===== src/rtl/countdown_timer_pkg.sv =====
// Shared types, BCD limits and helpers for the MM:SS countdown timer.
package countdown_timer_pkg;

  typedef enum logic [1:0] {
    StIdle  = 2'd0,
    StRun   = 2'd1,
    StPause = 2'd2,
    StDone  = 2'd3
  } state_e;

  localparam logic [3:0] BcdUnitsMax = 4'd9;
  localparam logic [3:0] BcdTensMax  = 4'd5;

  function automatic logic [3:0] clamp_digit(input logic [3:0] d, input logic [3:0] lim);
    return (d > lim) ? lim : d;
  endfunction

  // Force an arbitrary preset into a legal MM:SS BCD value.
  function automatic logic [15:0] sanitise(input logic [7:0] mm, input logic [7:0] ss);
    return {clamp_digit(mm[7:4], BcdUnitsMax), clamp_digit(mm[3:0], BcdUnitsMax),
            clamp_digit(ss[7:4], BcdTensMax), clamp_digit(ss[3:0], BcdUnitsMax)};
  endfunction

  // One-second BCD decrement with borrow; saturates at 00:00.
  function automatic logic [15:0] dec_mmss(input logic [15:0] v);
    logic [3:0] mt, mu, st, su;
    {mt, mu, st, su} = v;
    if (su != 4'd0) begin
      su = su - 4'd1;
    end else begin
      su = BcdUnitsMax;
      if (st != 4'd0) begin
        st = st - 4'd1;
      end else begin
        st = BcdTensMax;
        if (mu != 4'd0) begin
          mu = mu - 4'd1;
        end else begin
          mu = BcdUnitsMax;
          if (mt != 4'd0) begin
            mt = mt - 4'd1;
          end else begin
            {mt, mu, st, su} = 16'h0000;
          end
        end
      end
    end
    return {mt, mu, st, su};
  endfunction

endpackage


===== src/rtl/countdown_timer_if.sv =====
// Control/status bundle between the countdown timer and its user.
interface countdown_timer_if;

  logic       tick_in;
  logic       start;
  logic       pause;
  logic       load;
  logic [7:0] preset_min;
  logic [7:0] preset_sec;
  logic [7:0] min_bcd;
  logic [7:0] sec_bcd;
  logic       running;
  logic       done;
  logic       alarm;

  modport master (
    output tick_in, start, pause, load, preset_min, preset_sec,
    input  min_bcd, sec_bcd, running, done, alarm
  );

  modport slave (
    input  tick_in, start, pause, load, preset_min, preset_sec,
    output min_bcd, sec_bcd, running, done, alarm
  );

endinterface


===== src/rtl/countdown_timer_tick_edge_sync.sv =====
// Brings the divider's slow square wave into the clk domain and emits a
// one-cycle pulse per rising edge. Reusable by any divider consumer.
module countdown_timer_tick_edge_sync (
  input  logic clk,
  input  logic rst,
  input  logic tick_in,
  output logic tick_pulse
);

  logic sync1, sync2, sync3;

  // Two-flop synchroniser, edge register, and a registered pulse output.
  always_ff @(posedge clk) begin
    if (rst) begin
      sync1      <= 1'b0;
      sync2      <= 1'b0;
      sync3      <= 1'b0;
      tick_pulse <= 1'b0;
    end else begin
      sync1      <= tick_in;
      sync2      <= sync1;
      sync3      <= sync2;
      tick_pulse <= sync2 & ~sync3;
    end
  end

endmodule


===== src/rtl/countdown_timer.sv =====
// MM:SS BCD countdown timer: prescales synchronised divider ticks to seconds
// and counts down under start/pause/load control, flagging 00:00.
module countdown_timer
  import countdown_timer_pkg::*;
#(
  parameter int unsigned TICKS_PER_SEC = 2
) (
  input logic             clk,
  input logic             rst,
  countdown_timer_if.slave bus
);

  localparam logic [7:0] SubMax = 8'(TICKS_PER_SEC - 1);

  state_e      state;
  logic [7:0]  min_q, sec_q, sub_cnt;
  logic        running_q, done_q, alarm_q;
  logic        tick_pulse, sec_evt, value_zero;
  logic [15:0] dec_val, preset_val;

  countdown_timer_tick_edge_sync u_tick_edge_sync (
    .clk        (clk),
    .rst        (rst),
    .tick_in    (bus.tick_in),
    .tick_pulse (tick_pulse)
  );

  assign sec_evt    = tick_pulse & (sub_cnt == SubMax);
  assign value_zero = ({min_q, sec_q} == 16'h0000);
  assign dec_val    = dec_mmss({min_q, sec_q});
  assign preset_val = sanitise(bus.preset_min, bus.preset_sec);

  // FSM, prescaler and BCD value; load overrides everything else.
  always_ff @(posedge clk) begin
    if (rst) begin
      state     <= StIdle;
      min_q     <= 8'h00;
      sec_q     <= 8'h00;
      sub_cnt   <= 8'd0;
      running_q <= 1'b0;
      done_q    <= 1'b0;
      alarm_q   <= 1'b0;
    end else begin
      alarm_q <= 1'b0;
      if (bus.load) begin
        {min_q, sec_q} <= preset_val;
        sub_cnt        <= 8'd0;
        state          <= StIdle;
        running_q      <= 1'b0;
        done_q         <= 1'b0;
      end else begin
        unique case (state)
          StIdle, StPause: begin
            if (bus.start && !value_zero) begin
              state     <= StRun;
              running_q <= 1'b1;
            end
          end
          StRun: begin
            if (tick_pulse) begin
              sub_cnt <= sec_evt ? 8'd0 : sub_cnt + 8'd1;
            end
            if (sec_evt) begin
              {min_q, sec_q} <= dec_val;
            end
            // Reaching 00:00 beats a coincident pause: a paused 00:00 could never restart.
            if (sec_evt && (dec_val == 16'h0000)) begin
              state     <= StDone;
              running_q <= 1'b0;
              done_q    <= 1'b1;
              alarm_q   <= 1'b1;
            end else if (bus.pause) begin
              state     <= StPause;
              running_q <= 1'b0;
            end
          end
          StDone: begin
          end
          default: begin
            state <= StIdle;
          end
        endcase
      end
    end
  end

  assign bus.min_bcd = min_q;
  assign bus.sec_bcd = sec_q;
  assign bus.running = running_q;
  assign bus.done    = done_q;
  assign bus.alarm   = alarm_q;

endmodule


===== src/flat_wrapper.sv =====
// flat-port wrapper written by rule: the top's interface ports become plain ports
module countdown_timer_flat import countdown_timer_pkg::*;
#(
  parameter int unsigned TICKS_PER_SEC = 2
)
  (clk, rst, bus_tick_in, bus_start, bus_pause, bus_load, bus_preset_min, bus_preset_sec, bus_min_bcd, bus_sec_bcd, bus_running, bus_done, bus_alarm);
  countdown_timer_if bus_i ();
  input logic clk;
  input logic rst;
  input wire logic [$bits(bus_i.tick_in)-1:0] bus_tick_in;
  input wire logic [$bits(bus_i.start)-1:0] bus_start;
  input wire logic [$bits(bus_i.pause)-1:0] bus_pause;
  input wire logic [$bits(bus_i.load)-1:0] bus_load;
  input wire logic [$bits(bus_i.preset_min)-1:0] bus_preset_min;
  input wire logic [$bits(bus_i.preset_sec)-1:0] bus_preset_sec;
  output wire logic [$bits(bus_i.min_bcd)-1:0] bus_min_bcd;
  output wire logic [$bits(bus_i.sec_bcd)-1:0] bus_sec_bcd;
  output wire logic [$bits(bus_i.running)-1:0] bus_running;
  output wire logic [$bits(bus_i.done)-1:0] bus_done;
  output wire logic [$bits(bus_i.alarm)-1:0] bus_alarm;
  assign bus_i.tick_in = bus_tick_in;
  assign bus_i.start = bus_start;
  assign bus_i.pause = bus_pause;
  assign bus_i.load = bus_load;
  assign bus_i.preset_min = bus_preset_min;
  assign bus_i.preset_sec = bus_preset_sec;
  assign bus_min_bcd = bus_i.min_bcd;
  assign bus_sec_bcd = bus_i.sec_bcd;
  assign bus_running = bus_i.running;
  assign bus_done = bus_i.done;
  assign bus_alarm = bus_i.alarm;
  countdown_timer #(.TICKS_PER_SEC(TICKS_PER_SEC)) u_core (.clk(clk), .rst(rst), .bus(bus_i));
endmodule

===== config.mk =====
export PLATFORM = sky130hd
export DESIGN_NAME = countdown_timer_flat
export DESIGN_NICKNAME = d
export VERILOG_FILES = /design/src/rtl/countdown_timer_pkg.sv /design/src/rtl/countdown_timer_if.sv /design/src/rtl/countdown_timer_tick_edge_sync.sv /design/src/rtl/countdown_timer.sv /design/src/flat_wrapper.sv
export SDC_FILE = /design/constraint.sdc
export NUM_CORES = 1
export LEC_CHECK = 0
export CAP_MARGIN = 30
export CELL_PAD_IN_SITES_DETAIL_PLACEMENT = 1
export CELL_PAD_IN_SITES_GLOBAL_PLACEMENT = 1
export CORE_ASPECT_RATIO = 0.7
export CORE_MARGIN = 8
export CORE_UTILIZATION = 41
export CTS_BUF_LIST = sky130_fd_sc_hd__clkbuf_4
export DETAILED_ROUTE_END_ITERATION = 16
export GPL_ROUTABILITY_DRIVEN = 0
export PLACE_DENSITY = 0.95
export RECOVER_POWER = 100
export SYNTH_ARGS = -nofsm -noshare
export SYNTH_HDL_FRONTEND = slang
export SYNTH_SLANG_ARGS = --single-unit

===== constraint.sdc =====
create_clock -name clk -period 3.84 [get_ports clk]
set_input_delay 0.384 -clock clk [delete_from_list [all_inputs] [get_ports clk]]
set_output_delay 0.384 -clock clk [all_outputs]
set_load 0.01 [all_outputs]

==> results.py <==
metrics = {
    "cells_and_area": {
        "utilization_pct": 51.0,
        "seq_area_um2": 661,
        "mostFrequentLayoutCells": "36 x nor2_1, 33 x dfxtp_1, 21 x dlygate4sd3_1",
        "layout_commonest_cell": "nor2_1",
        "fillCellCount": 574,
        "final_layout_size_suffix_gt1_share_pct": 4.01,
        "area_delta_synth_final_pct": 23.3,
        "n_antenna_cell": 0,
        "finalNetCount": 299,
        "multiInputGateArea_um2": 1150,
        "finalNonFillerCells": 331,
    },
    "route": {
        "avgViaCountPerCell": 5.99,
        "first_iter_violations": 124,
        "vias": 1983,
        "firstDrtPassIters": 4,
        "postRouteAntennaNets": 0,
        "avgRoutedWirePerCell_um": 18.5,
        "drc_errors": 0,
        "drt-total-wl_um": 6120,
    },
    "power_and_ir_drop": {
        "power_density_nw_per_um2": 306,
        "net-switching-power_uw": 234,
        "power_uw": 726,
        "sw_frac_of_total_pct": 32.3,
        "peakVddDrop_v": 0.000153,
        "p_leak_uw": 0.000880,
        "clkPwrFrac_pct": 25.4,
        "pwr-share-seq_pct": 52.1,
        "p_int_uw": 492,
        "p_comb_share_pct": 22.6,
    },
    "worst_setup_path": {
        "endpoint_kind": "register",
        "worstPathMaxFanout": 7,
        "cp_data_required_time_ns": 4.11,
        "critPathLaunchType": "register",
        "crit_type": "register to register",
        "r2r_setup_slack_ns": 1.09,
        "cp.arrival_ns": 3.02,
    },
    "global_routing": {
        "grt_use_met2_pct": 28.0,
        "grt_pass1_wl_um": 9920,
        "grt_pass1_vias": 2008,
        "grtUsageMet3_pct": 4.45,
        "grtUsageMet1_pct": 21.7,
        "antenna_found_initial": 0,
        "overflow": 0,
        "grt-busiest-layer": "met2",
        "grt_max_degree": 17,
        "grt_use_total_pct": 17.2,
    },
    "floorplanning": {
        "dieArea_um2": 7180,
        "die_h_um": 73.3,
        "rows": 21,
        "num_io_pins": 41,
        "coreArea_um2": 4650,
        "start_util_pct": 41.4,
        "die_w_um": 97.9,
    },
    "clock_tree": {
        "clk_latency_ns": 0.34,
        "post-cts-setup-buffers": 0,
        "cts_resized": 0,
        "clockBufferDepth": 2,
        "root_buffer": "clkbuf_4",
        "cts_buffers": 5,
        "cts_tree": "built",
        "clkTransAtPathRegs_ns": 0.11,
        "h-tree-depth": 2,
        "cts_hold_buf": 0,
        "cts.sinks": 33,
    },
    "sta": {
        "rsz0062_at_grt": "false",
        "skew_ns": 0.00889,
        "hold_slack_ns": 0.395,
        "period_share_pct": 71.7,
        "fin_crit_ns": 2.75,
        "maxSlewHeadroom_pct": 34.1,
        "drv_slew": 0,
        "setup_tns_ns": 0,
        "setup_viol_count_final": 0,
        "finalHoldViolCount": 0,
        "tightest_slew_ns": 0.979,
        "maxClockFrequency_mhz": 363,
    },
    "run_status": {
        "status": "finished, final reports clean",
    },
    "logic_synthesis": {
        "syn-cell-area_um2": 1920,
        "synth_edf_count": 0,
        "synth_seq_cells": 33,
        "synth_area_per_cell_um2": 8.12,
        "netlist_instances": 237,
        "ys.warnings.count": 0,
        "ys_async_sr_fraction_pct": 0,
        "synth_nets": 261,
        "synth.distinct_cells": 49,
        "synth-seq-area-share_pct": 34.3,
        "yosys_most_used_dff": "dfxtp_1",
    },
    "placed_design": {
        "placed_cells": 325,
        "hpwl_um": 4710,
        "io_buffers": 40,
    },
    "flow_run": {
        "cap_viol_max_count": 0,
    },
    "worst_hold_path": {
        "hold_class": "register to register",
    },
}
## synth_stat cells (3+ instances only)
| library cell | count | area [um2] |
|---|---|---|
| and3_1 | 3 | 18.8 |
| nand4_1 | 8 | 50.1 |
| xor2_1 | 6 | 52.6 |
| a311oi_1 | 3 | 26.3 |
| inv_1 | 10 | 37.5 |
| o31a_1 | 3 | 26.3 |
| o21ai_0 | 5 | 25.0 |
| nor2b_1 | 8 | 50.1 |
| mux2i_1 | 8 | 80.1 |
| o21a_1 | 3 | 22.5 |
| a21oi_1 | 10 | 50.1 |
| dfxtp_1 | 33 | 661 |
| nand3_1 | 3 | 15.0 |
| nor3_1 | 16 | 80.1 |
| a211oi_1 | 6 | 45.0 |
| nand2_1 | 17 | 63.8 |
| nor4_1 | 10 | 62.6 |
| nor2_1 | 36 | 135 |
| clkbuf_1 | 6 | 22.5 |
| or4_1 | 4 | 30.0 |
## power by group through the flow
stage	clock [uW]	combinational, uW	sequential, uW
detailed placement	0	170	386
global route	202	178	381
global placement	0	163	385
floorplan	0	101	381
CTS	189	171	378
finish	184	164	378
## final cells by class
| class | instances | area share, % |
|---|---|---|
| Clock buffer | 5 | 1.58 |
| Sequential cell | 33 | 27.8 |
| Multi-Input combinational cell | 184 | 48.6 |
| Inverter | 10 | 1.58 |
| Timing Repair Buffer | 41 | 17.2 |
| Tap cell | 57 | 3.01 |
| Clock inverter | 1 | 0.211 |
## state kept, by name (all words and copies together) (netlist names)
signal,flops
u_core.bus.done,1
u_core.u_tick_edge_sync.sync2,1
u_core.state,2
u_core.u_tick_edge_sync.sync3,1
u_core.bus.alarm,1
u_core.u_tick_edge_sync.sync1,1
u_core.bus.min_bcd,8
u_core.sub_cnt,8
u_core.bus.running,1
u_core.u_tick_edge_sync.tick_pulse,1
u_core.bus.sec_bcd,8
## per-layer routing
layer,vias to the layer above,part of all wire (%)
li1,966,-
met1,947,48
met2,59,45
met3,11,5.5
met4,0,1.6
met5,-,0
## worst max-delay path, cell delays in order (launching register included)
cell and delay, ns:
dfxtp_1 0.38, nor4_1 0.86, a41oi_1 0.28, a2111oi_0 0.74, nand3_1 0.23, o21ai_0 0.19
## path summary, 6_finish.rpt
path	end	from	cells past startpoint
worst min-delay path	u_core.u_tick_edge_sync.tick_pulse$_SDFF_PP0_	u_core.u_tick_edge_sync.sync3$_SDFF_PP0_	1
worst max register to register	u_core.bus.done$_SDFFE_PP0P_	u_core.bus.min_bcd[0]$_SDFFE_PP0P_	5
worst max-delay path	u_core.bus.done$_SDFFE_PP0P_	u_core.bus.min_bcd[0]$_SDFFE_PP0P_	5
worst min register to register	u_core.u_tick_edge_sync.tick_pulse$_SDFF_PP0_	u_core.u_tick_edge_sync.sync3$_SDFF_PP0_	1
## through the flow
stage | worst slack (ns) | area, um2
6_report | 1.09 | 2370
5_1_grt | 0.915 | 2370
4_1_cts | 1.21 | 2390
3_5_place_dp | 1.25 | 2350
3_3_place_gp | 1.38 | 2350
2_1_floorplan | 1.67 | 1920
## logic make-up after synthesis
family,synth area share [%]
AO/OA/AOI/OAI,20.7
buffers and inverters,4.81
adder cells (fa/ha/maj),1.30
flip-flops,34.3
XOR/XNOR,3.19
AND/OR/NAND/NOR,31.5
multiplexers,4.16
(Power assumes the default switching activity.)
==> variant 1, RTL diff (same flow settings) <==
Re-encode `state_e` (4 states) as one-hot, 4 bits wide.
--- a/src/rtl/countdown_timer_pkg.sv
+++ b/src/rtl/countdown_timer_pkg.sv
@@ -1,11 +1,11 @@
 // Shared types, BCD limits and helpers for the MM:SS countdown timer.
 package countdown_timer_pkg;
 
-  typedef enum logic [1:0] {
-    StIdle  = 2'd0,
-    StRun   = 2'd1,
-    StPause = 2'd2,
-    StDone  = 2'd3
+  typedef enum logic [3:0] {
+    StIdle  = 4'b0001,
+    StRun   = 4'b0010,
+    StPause = 4'b0100,
+    StDone  = 4'b1000
   } state_e;
 
   localparam logic [3:0] BcdUnitsMax = 4'd9;
Behaviour: same outputs for any inputs over 10 cycles, from zero or initial values and one cycle with rst high; not proved beyond that.
==> variant 1 against the unedited design <==
Final area increased by 4.2%; worst setup slack improved by 0.072 ns; highest routed layer unchanged; routed wire length increased by 6.1%; sequential cell count increased by 2; via count increased by 2.6%; largest cell class unchanged; synthesized area increased by 3.8%; first-iteration DRC count increased by 4.0%; clock power increased by 16%; critical path type unchanged; power increased by 5.0%.
==> variant 1: results (changes against the unedited design) <==
hpwl dp 4840 microns (+2.8%); share of cells above drive strength 1 4.96% (+0.95 points); syn avg cell area 8.18 sq um (+0.79%); Initial DRC Count 129 (+4.0%); first-pass GRT wire length 11,000 microns (+11%); RR Endpoint u_core.bus.min_bcd[4]$_SDFFE_PP0P_; Pleak 0.901 nW (+2.3%); total CTS buffers 5 (unchanged); top cells by area, synth dfxtp_1, nor2_1, nor4_1, o21ai_0, mux2i_1; Post-DP Area 0.00243 sq mm (+3.5%); Syn. warnings 0 (unchanged); Clock Path Buffers 2 (unchanged); setup slack, reg-to-reg 1.16 ns (+0.07 ns); Crit. Startpoint u_core.state[0]$_SDFFE_PP1P_; total setup buffers inserted after CTS 0 (unchanged); worst slew pin tran 1.04 ns (+0.0639 ns); via count 2,035 (+2.6%); status completed; post-synth net total 268 (+2.7%); pre-CTS setup slack 1.38 ns (+0.130 ns); slowest cell on the critical path nor4b_1; largest net degree at the start of global routing 23 (+6); port bufs 40 (unchanged); async set or reset register ratio after synthesis 0% (unchanged); placed cells 331 (+1.8%); Post-synth top cells dfxtp_1, nor2_1, nor4_1, o21ai_0; CP max stage delay 0.91 ns (+0.05 ns); total global routing track utilization 18.6% (+1.4 points); drt pass-1 iters 4 (unchanged); Vias per Instance 6.00 (+0.20%); Clock Tree Root clkbuf_4; clk slew on worst S/H paths between 0.1 and 0.15 ns; hold crit path type register to register; Seq/Total Area, Yosys 35.1% (+0.76 points); worst path arrival time 2.92 ns (-0.10 ns); n_diodes 0 (unchanged); period utilization 69.8% (-1.9 points); vias in the first global route 2,141 (+6.6%); antenna violations before repair 0 (unchanged); Max H-tree Level 2 (unchanged); final wirelength 6500 microns (+6.1%); Final #Nets 305 (+2.0%); Post-route DRC 0 (unchanged); Worst-Skew Late Latency 0.34 ns (about the same); Peak supply drop 154 uV (+0.50%); Critical Path Fanout Max 7 (unchanged); R2R depth 5 (unchanged); Yosys cell types 53 (+8.2%); post-cts resize count 0 (unchanged); CP endpoint kind register; Clock Skew 0.0103 ns (+0.00143 ns); Post-synth top flop dfxtp_1
==> variant 1: cell count changes after synthesis, moves of 3 or more <==
cell | before | now
nor2_1 | 36 | 28
o21ai_0 | 5 | 13
nor3_1 | 16 | 9
nand2_1 | 17 | 11
a31oi_1 | 1 | 6
clkbuf_1 | 6 | 11
inv_1 | 10 | 7
nand4_1 | 8 | 5
nor4_1 | 10 | 13
==> variant 1: power by group <==
part	internal (mW)	total, mW	switching (mW)
logic	0.0675	0.149	0.0814
registers	0.376	0.400	0.0245
clock network	0.0856	0.214	0.128
total	0.529	0.763	0.234
==> variant 1: metal layers <==
layer | track usage [%] | up-vias | part of all wire [%]
li1 | - | 997 | -
met1 | 24.1 | 965 | 47
met2 | 29.2 | 69 | 44
met3 | 5.51 | 4 | 7.9
met4 | 6.18 | 0 | 0.77
met5 | 0 | - | 0
==> variant 1: cell type report <==
type | count | area (sq um)
Fill cell | 581 | 2260
Multi-Input combinational cell | 188 | 1190
Sequential cell | 35 | 701
Timing Repair Buffer | 44 | 427
Tap cell | 57 | 71.3
Clock buffer | 7 | 52.6
Inverter | 7 | 26.3
Clock inverter | 1 | 5.00
==> variant 1: logic make-up (layout without fill, tap and decap cells) <==
group | count (synthesis) | count (layout) | synth area share [%]
DFF | 35 | 35 | 35.1
AOI/OAI and AO/OA | 63 | 63 | 21.9
adders and majority gates | 2 | 2 | 1.25
and+or+nand+nor | 109 | 109 | 30.5
muxes | 6 | 6 | 3.01
buffers and inverters | 21 | 59 | 4.76
xor gates and xnor gates | 8 | 8 | 3.51
==> variant 1: critical path, delay by kind of cell (launching register included) <==
family / cells / cell delay [ns]
simple gates: 4 / 1.93
flops: 1 / 0.39
compound gates: 1 / 0.27
==> variant 1: worst min path at each step <==
stage | cells past startpoint | startpoint | slack, ns | end
floorplan | 1 | u_core.u_tick_edge_sync.sync3$_SDFF_PP0_ | 0.37 | u_core.u_tick_edge_sync.tick_pulse$_SDFF_PP0_
global placement | 1 | u_core.u_tick_edge_sync.sync3$_SDFF_PP0_ | 0.37 | u_core.u_tick_edge_sync.tick_pulse$_SDFF_PP0_
detailed placement | 1 | u_core.u_tick_edge_sync.sync3$_SDFF_PP0_ | 0.38 | u_core.u_tick_edge_sync.tick_pulse$_SDFF_PP0_
CTS | 1 | u_core.u_tick_edge_sync.sync3$_SDFF_PP0_ | 0.40 | u_core.u_tick_edge_sync.tick_pulse$_SDFF_PP0_
global route | 1 | u_core.u_tick_edge_sync.sync3$_SDFF_PP0_ | 0.42 | u_core.u_tick_edge_sync.tick_pulse$_SDFF_PP0_
finish | 1 | u_core.u_tick_edge_sync.sync3$_SDFF_PP0_ | 0.41 | u_core.u_tick_edge_sync.tick_pulse$_SDFF_PP0_
==> variant 2, RTL diff (same settings) <==
Without the edit above. `BcdUnitsMax`: 4'd9 -> 4'd4.
--- a/src/rtl/countdown_timer_pkg.sv
+++ b/src/rtl/countdown_timer_pkg.sv
@@ -8,7 +8,7 @@
     StDone  = 2'd3
   } state_e;
 
-  localparam logic [3:0] BcdUnitsMax = 4'd9;
+  localparam logic [3:0] BcdUnitsMax = 4'd4;
   localparam logic [3:0] BcdTensMax  = 4'd5;
 
   function automatic logic [3:0] clamp_digit(input logic [3:0] d, input logic [3:0] lim);
Formal check against the unedited RTL: not equivalent (a bounded check fails within 4 cycles, from zero or initial values and one cycle with rst high).
==> variant 2 against the unedited design <==
Power is 6.8% lower; sequential cell count stayed put; worst setup slack worse by 0.23 ns; final area is 6.3% lower; synthesized area is 9.4% lower; sequential power is 3% lower; worst hold slack better by 0.0085 ns; routed wire length is 12% lower; critical endpoint is now u_core.bus.min_bcd[4]$_SDFFE_PP0P_; largest cell class unchanged; highest routed layer unchanged.
==> variant 2: results (changes against the unedited design) <==
post-synth net total 241 (-7.7%); Initial DRC Count 95 (-23%); fill count 498 (-13%); async set or reset register ratio after synthesis 0% (unchanged); WL met1 2480 microns (-16%); met1 Usage GRT 22.0% (+0.28 points); Synth Area in XOR/XNOR 3.52% (+0.33 points); worst path arrival time 3.21 ns (+0.19 ns); Synth Area in Adders 1.44% (+0.14 points); WL met3 316 microns (-6.2%); Critical Path Fanout Max 12 (+5); Comb group 114 uW (-30%); Final #Nets 280 (-6.4%); post-synthesis compound-gate area fraction 17.4% (-3.2 points); Clock Skew 0.00761 ns (-0.00128 ns); status completed; RR Endpoint u_core.bus.min_bcd[4]$_SDFFE_PP0P_; Post-DP Area 0.00218 sq mm (-7.3%); first-pass GRT wire length 8960 microns (-9.7%); WL met2 2530 microns (-7.8%); Vias per Instance 5.73 (-4.3%); post-cts resize count 0 (unchanged); mux cell area share after synthesis 1.72% (-2.4 points); met2 usage 26.8% (-1.2 points); Pleak 0.868 nW (-1.4%); Slew headroom 44.3% (+10 points); top cells by area, synth dfxtp_1, nor2_1, nand2_1, nor2b_1, o21ai_0; Peak supply drop 220 uV (+43%); total global routing track utilization 16.9% (-0.34 points); startpoint types register; Worst Hold Path EP u_core.u_tick_edge_sync.tick_pulse$_SDFF_PP0_; setup slack, reg-to-reg 0.86 ns (-0.23 ns); clock power share 28.9% (+3.5 points); CP top delay family simple AND/OR/NAND/NOR gates; Seq/Total Area, Yosys 37.9% (+3.6 points); Yosys cell types 49 (unchanged); Avg WL per Cell 17.4 microns (-6.1%); worst r2r src u_core.sub_cnt[0]$_SDFFE_PP0P_; vias in the first global route 1,791 (-11%); Internal Power 483 uW (-1.9%); Post-synth top cells dfxtp_1, nor2_1, nand2_1, o21ai_0; CP max stage delay 0.56 ns (-0.30 ns); share of cells above drive strength 1 4.28% (+0.27 points); slowest cell on the critical path or3_1; GRT met3 Usage 4.95% (+0.51 points); hpwl dp 4050 microns (-14%); R2R depth 6 (+1)
[variant 2: cell count changes in the layout (fill, tap and decap cells not counted), moves of 4 or more]
cell | unedited run | this run
nor2_1 | 36 | 31
nor4_1 | 10 | 5
mux2i_1 | 8 | 3
inv_1 | 10 | 3
nor3_1 | 16 | 10
nand3_1 | 3 | 8
o21ai_0 | 7 | 11
[variant 2: per-stage QoR]
step	setup slack [ns]	total power, mW	hold WS, ns	instances
2_1_floorplan	1.71	0.435	0.367	217
3_3_place_gp	1.34	0.487	0.371	301
3_5_place_dp	1.09	0.492	0.385	301
4_1_cts	1.03	0.687	0.409	309
5_1_grt	0.595	0.710	0.408	309
6_report	0.860	0.677	0.404	309
[variant 2: layout make-up]
class                      count  area, sq um  share of cell area, %
clock buffer                   6         45.0                   2.03
clock inverter                 2         10.0                  0.450
inverter                       4         15.0                  0.676
multi-input combinational    171         1020                   46.0
sequential                    33          661                   29.7
tap                           52         65.1                   2.93
timing repair buffer          41          404                   18.2
